### src/rtl/ctu_clsp_sync_xfer.sv
// ----------------------------------------------------------------------------
// ctu_clsp_sync_xfer
//
// Crossing buffer on the cmp_clk side of a ratio-synchronous clock pair. The
// clock-sync pulse generator says which cmp cycles are safe to touch the slow
// domain. tx_sync marks a safe cycle to update slow_tx_*. rx_sync marks a safe
// cycle to sample slow_rx_*. Because of this, no asynchronous synchronizers are
// needed.
//
// Tx path: cmp-side words go into a small FIFO. The head word is launched onto
// a held output register only on a tx_sync cycle. The slow domain may sample
// slow_tx_* at any point between two tx_sync pulses, so these outputs must
// never move on any other cycle.
//
// Rx path: on an rx_sync cycle with slow_rx_vld set, the slow word is captured.
// It is then presented as a single-cycle cmp_rx_vld pulse.
//
// Ports
//   cmp_clk       in   single clock for all state
//   cmp_rst_l     in   synchronous active-low reset
//   tx_sync       in   safe cycle to update slow_tx_*
//   rx_sync       in   safe cycle to sample slow_rx_*
//   xfer_flush    in   clears tx FIFO, slow_tx_vld and tx_ovfl_err
//   cmp_tx_vld    in   push request
//   cmp_tx_data   in   push data [WIDTH]
//   cmp_tx_rdy    out  FIFO not full
//   slow_tx_vld   out  launched word valid (held between tx_sync)
//   slow_tx_data  out  launched word [WIDTH] (held between tx_sync)
//   slow_rx_vld   in   slow-domain word valid
//   slow_rx_data  in   slow-domain word [WIDTH]
//   cmp_rx_vld    out  one-cycle pulse, captured word valid
//   cmp_rx_data   out  captured word [WIDTH], held until next capture
//   tx_fifo_cnt   out  FIFO occupancy [PTR_W+1], 0..DEPTH
//   tx_ovfl_err   out  sticky, push attempted while full
// ----------------------------------------------------------------------------
module ctu_clsp_sync_xfer #(
    parameter int WIDTH = 8,
    parameter int DEPTH = 4,
    parameter int PTR_W = 2
) (
    input  logic             cmp_clk,
    input  logic             cmp_rst_l,
    input  logic             tx_sync,
    input  logic             rx_sync,
    input  logic             xfer_flush,
    input  logic             cmp_tx_vld,
    input  logic [WIDTH-1:0] cmp_tx_data,
    output logic             cmp_tx_rdy,
    output logic             slow_tx_vld,
    output logic [WIDTH-1:0] slow_tx_data,
    input  logic             slow_rx_vld,
    input  logic [WIDTH-1:0] slow_rx_data,
    output logic             cmp_rx_vld,
    output logic [WIDTH-1:0] cmp_rx_data,
    output logic [PTR_W:0]   tx_fifo_cnt,
    output logic             tx_ovfl_err
);

    localparam logic [PTR_W:0]   FULL_CNT = (PTR_W+1)'(DEPTH);
    localparam logic [PTR_W:0]   CNT_ONE  = (PTR_W+1)'(1);
    localparam logic [PTR_W-1:0] PTR_ONE  = PTR_W'(1);

    // ------------------------------------------------------------------------
    // Tx FIFO storage and control
    // ------------------------------------------------------------------------
    logic [WIDTH-1:0] mem [DEPTH];
    logic [PTR_W-1:0] wr_ptr;
    logic [PTR_W-1:0] rd_ptr;
    logic [PTR_W:0]   cnt;

    logic full;
    logic empty;
    logic push;
    logic pop;

    // Full and empty are decoded from the registered count only. This keeps
    // cmp_tx_rdy free of any combinational path from the inputs.
    assign full        = (cnt == FULL_CNT);
    assign empty       = (cnt == '0);
    assign cmp_tx_rdy  = ~full;
    assign tx_fifo_cnt = cnt;

    // Flush has priority, so a push or pop in a flush cycle is discarded.
    // Pop only looks at the registered count. A word written this cycle
    // therefore cannot launch before the next tx_sync (no bypass).
    assign push = cmp_tx_vld & ~full & ~xfer_flush;
    assign pop  = tx_sync & ~empty & ~xfer_flush;

    // Data storage is deliberately left unreset. The pointers define what is
    // valid, so stale entries are never observable.
    always_ff @(posedge cmp_clk) begin
        if (push) begin
            mem[wr_ptr] <= cmp_tx_data;
        end
    end

    always_ff @(posedge cmp_clk) begin
        if (!cmp_rst_l) begin
            wr_ptr <= '0;
            rd_ptr <= '0;
            cnt    <= '0;
        end else if (xfer_flush) begin
            wr_ptr <= '0;
            rd_ptr <= '0;
            cnt    <= '0;
        end else begin
            if (push) begin
                wr_ptr <= wr_ptr + PTR_ONE;
            end
            if (pop) begin
                rd_ptr <= rd_ptr + PTR_ONE;
            end
            unique case ({push, pop})
                2'b10:   cnt <= cnt + CNT_ONE;
                2'b01:   cnt <= cnt - CNT_ONE;
                default: cnt <= cnt;
            endcase
        end
    end

    // ------------------------------------------------------------------------
    // Launch register: only a tx_sync (or a flush/reset) may change it
    // ------------------------------------------------------------------------
    always_ff @(posedge cmp_clk) begin
        if (!cmp_rst_l) begin
            slow_tx_vld  <= 1'b0;
            slow_tx_data <= '0;
        end else if (xfer_flush) begin
            // Data is held so the slow side never sees a glitch on the bus.
            slow_tx_vld <= 1'b0;
        end else if (tx_sync) begin
            slow_tx_vld <= pop;
            if (pop) begin
                slow_tx_data <= mem[rd_ptr];
            end
        end
    end

    // ------------------------------------------------------------------------
    // Overflow flag: sticky until flush or reset; the offending word is lost
    // ------------------------------------------------------------------------
    always_ff @(posedge cmp_clk) begin
        if (!cmp_rst_l) begin
            tx_ovfl_err <= 1'b0;
        end else if (xfer_flush) begin
            tx_ovfl_err <= 1'b0;
        end else if (cmp_tx_vld && full) begin
            tx_ovfl_err <= 1'b1;
        end
    end

    // ------------------------------------------------------------------------
    // Rx capture: independent of the tx path and of flush
    // ------------------------------------------------------------------------
    logic rx_take;

    assign rx_take = rx_sync & slow_rx_vld;

    always_ff @(posedge cmp_clk) begin
        if (!cmp_rst_l) begin
            cmp_rx_vld  <= 1'b0;
            cmp_rx_data <= '0;
        end else begin
            cmp_rx_vld <= rx_take;
            if (rx_take) begin
                cmp_rx_data <= slow_rx_data;
            end
        end
    end

endmodule

### config.mk
export PLATFORM = sky130hd
export DESIGN_NAME = ctu_clsp_sync_xfer
export DESIGN_NICKNAME = d
export VERILOG_FILES = /design/src/rtl/ctu_clsp_sync_xfer.sv
export SDC_FILE = /design/constraint.sdc
export NUM_CORES = 1
export LEC_CHECK = 0
export CORE_MARGIN = 10
export CORE_UTILIZATION = 50
export CTS_CLUSTER_DIAMETER = 200
export DETAILED_ROUTE_END_ITERATION = 7
export PLACE_DENSITY = 0.87
export SYNTH_ARGS = -nofsm -noshare
export SYNTH_HDL_FRONTEND = slang
export SYNTH_SLANG_ARGS = --single-unit
### constraint.sdc
create_clock -name cmp_clk -period 2.45 [get_ports cmp_clk]
set_input_delay 0.49 -clock cmp_clk [delete_from_list [all_inputs] [get_ports cmp_clk]]
set_output_delay 0.49 -clock cmp_clk [all_outputs]
set_load 0.05 [all_outputs]
==> results.json <==
{
  "gp_congestion": 0.804,
  "ant_nets": 0,
  "numCtsBuffers": 9,
  "leakage_uw": 0.00104,
  "totalWireLength_mm": 4.50,
  "cts_tree": "yes",
  "worstSkewPairLatency_ns": 0.33,
  "setup_viol": 0,
  "drt_iter0_markers": 69,
  "crit_buf_inv": 2,
  "synth_nets": 195,
  "drive_gt1_share_pct": 11.8,
  "ys_types": 32,
  "rsz0062_at_grt": "false",
  "min_period_over_period_pct": 92.6,
  "stdcell_area_sq_um": 3050,
  "core_area_sq_um": 4410,
  "maxSlewHeadroom_pct": 64.4,
  "overflow": 0,
  "syn2layout_area_growth_pct": 32.4,
  "drt_pass1_iterations": 4,
  "pin_count": 46,
  "avgSynthCellArea_sq_um": 13.9,
  "placedInstanceArea_sq_um": 2850,
  "ir_drop_mv": 0.445,
  "max_freq_ghz": 0.441,
  "die_h_um": 87.9,
  "cp_data_required_time_ns": 2.69,
  "die_x_um": 87.9,
  "antenna_found_initial": 0,
  "worstPathCellList": "nor3b_1, nor3_1, inv_1, ha_1, inv_1, fa_1, xor2_1, or3_1, a21oi_1",
  "crit_top_cell": "inv_1",
  "crit_family": "simple AND/OR/NAND/NOR gates",
  "layout.nets": 252,
  "cpMaxStageDelayCell": "nor3b_1",
  "grt_pass1_wl_mm": 7.16,
  "cts_hold_buf": 0,
  "synthCells": 166,
  "rows": 24,
  "cp-end-kind": "flip-flop",
  "dp.cells": 264,
  "min_period_ns": 2.27,
  "fin_util_pct": 69.1,
  "finalHoldViolations": 0,
  "hpwl_mm": 3.27,
  "n_antenna_cell": 0,
  "clockBufferDepth": 2,
  "htree_num_levels": 3,
  "netlist_area_sq_um": 2300,
  "crit_path_max_incr_delay_ns": 0.39,
  "arrival_ns": 2.51,
  "clk_pin_slew_ns": 0.06,
  "hold_ws_ns": 0.459,
  "viasPerCell": 5.36,
  "postCtsSetupBuffers": 0,
  "seq_area_frac_synth_pct": 64.3,
  "ys_ff_latch": 58,
  "clockRootBuffer": "clkbuf_8",
  "initial_core_util_pct": 52.2,
  "power_density_nw_per_um2": 694,
  "numPortBuffers": 45,
  "setup_tns_ns": 0,
  "hp-class": "flip-flop to flip-flop",
  "drc": 0,
  "tightest_slew_ns": 0.533,
  "status": "complete, no violations",
  "instances_no_fill": 280,
  "fin_skew_ns": 0.00745,
  "crit_type": "flip-flop to flip-flop",
  "yosys_warnings": 0,
  "maxCapViolCount": 0,
  "cts_resized": 1,
  "drv_slew": 0,
  "wl_per_cell_um": 16.1,
  "crit_path_max_fanout": 5,
  "clock-sinks": 58,
  "cp-start-kind": "flip-flop",
  "grt_pass1_vias": 1540,
  "vias": 1502,
  "grt_max_degree": 18,
  "track_usage_pct": 12.1,
  "die_area_sq_um": 7720
}
## metal layers
| layer | global-route usage [%] | part of all wire (%) | vias to the layer above |
|---|---|---|---|
| li1 | - | - | 730 |
| met1 | 13.1 | 41 | 712 |
| met2 | 19.7 | 48 | 56 |
| met3 | 4.83 | 10 | 4 |
| met4 | 7.25 | 1.5 | 0 |
| met5 | 0 | 0 | - |
## worst reg2reg max path, stage by stage (launching register included)
cell and delay (ns):
dfxtp_1 0.36, nor3b_1 0.39, nor3_1 0.12, inv_1 0.09, ha_1 0.16, inv_1 0.05
fa_1 0.38, xor2_1 0.16, or3_1 0.31, a21oi_1 0.16
## cell usage after synthesis, drive strengths merged
| library cell | instances | share of area (%) |
|---|---|---|
| edfxtp | 32 | 42 |
| dfxtp | 26 | 23 |
| nand2 | 17 | 2.8 |
| nand3 | 10 | 2.2 |
| inv | 9 | 1.5 |
| a21boi | 8 | 2.6 |
| mux4 | 8 | 9.1 |
| o2bb2ai | 8 | 3.0 |
| a21oi | 7 | 1.5 |
| clkbuf | 5 | 0.81 |
| ha | 5 | 2.7 |
| nor2 | 5 | 0.92 |
| and2 | 4 | 1.1 |
| o21ai | 4 | 0.87 |
| buf | 2 | 0.65 |
| nand2b | 2 | 0.54 |
| nor3 | 2 | 0.65 |
| nor3b | 2 | 0.87 |
| or3 | 2 | 0.60 |
| xor2 | 2 | 0.76 |
| and3 | 1 | 0.27 |
| fa | 1 | 0.87 |
| nor2b | 1 | 0.27 |
| o21ba | 1 | 0.43 |
| o31ai | 1 | 0.33 |
| or4 | 1 | 0.33 |
## cell usage in the layout, fill, tap and decap left out, types with 2 or more instances in the layout
master,instances
clkdlybuf4s50_1,44
nand2b_1,2
o2bb2ai_1,8
mux4_1,8
o21ai_0,4
dfxtp_1,25
a21boi_0,8
and2_1,4
nand2_1,17
inv_1,8
clkbuf_8,9
ha_1,5
clkbuf_1,4
buf_4,8
edfxtp_1,32
xor2_1,2
bufinv_16,2
a21oi_1,7
nor2_1,4
nand3_1,10
## kinds of logic (layout without fill, tap and decap cells)
group,Yosys count,count (layout),share of synthesized area (%)
AO/OA/AOI/OAI,29,29,8.80
XOR/XNOR,2,2,0.761
adder cells (fa/ha/maj),6,6,3.59
buffers and inverters,16,78,2.93
flip-flops,58,58,64.3
multiplexers,8,8,9.13
AND/OR/NAND/NOR,47,47,10.5
## path summary, 6_finish.rpt
check,startpoint,endpoint,slack [ns],cells past startpoint
max,tx_fifo_cnt[0],tx_fifo_cnt[2],0.18,9
min,cmp_rx_data[7],cmp_rx_data[7],0.46,2
min reg2reg,cmp_rx_data[7],cmp_rx_data[7],0.46,2
max reg2reg,tx_fifo_cnt[0],tx_fifo_cnt[2],0.18,9
## state kept, by name, indices dropped and copies added (netlist names)
signal        cells
wr_ptr            2
slow_tx_data      8
tx_fifo_cnt       3
tx_ovfl_err       1
rd_ptr            2
mem              32
slow_tx_vld       1
cmp_rx_vld        1
cmp_rx_data       8
## final cells by class
type | count | area [sq um]
repair buffers | 53 | 509
inverters | 9 | 33.8
well taps | 52 | 65.1
fillers | 310 | 1370
multi-input cells | 92 | 754
flip-flops and latches | 58 | 1480
clock inverters | 3 | 65.1
clock buffers | 13 | 139
## where the power goes
group | internal (uW) | switching [uW]
Combinational | 71.8 | 84.9
Sequential | 1050 | 8.20
Clock | 573 | 333
## metrics by stage
step / setup slack, ns / total power (uW)
after floorplan: 0.0420 / 1150
after global placement: 0.00248 / 1230
after global routing: 0.127 / 2190
after detailed placement: -0.115 / 1230
final: 0.182 / 2120
after CTS: 0.215 / 2130
No activity file was read; power rests on OpenSTA's default activity.
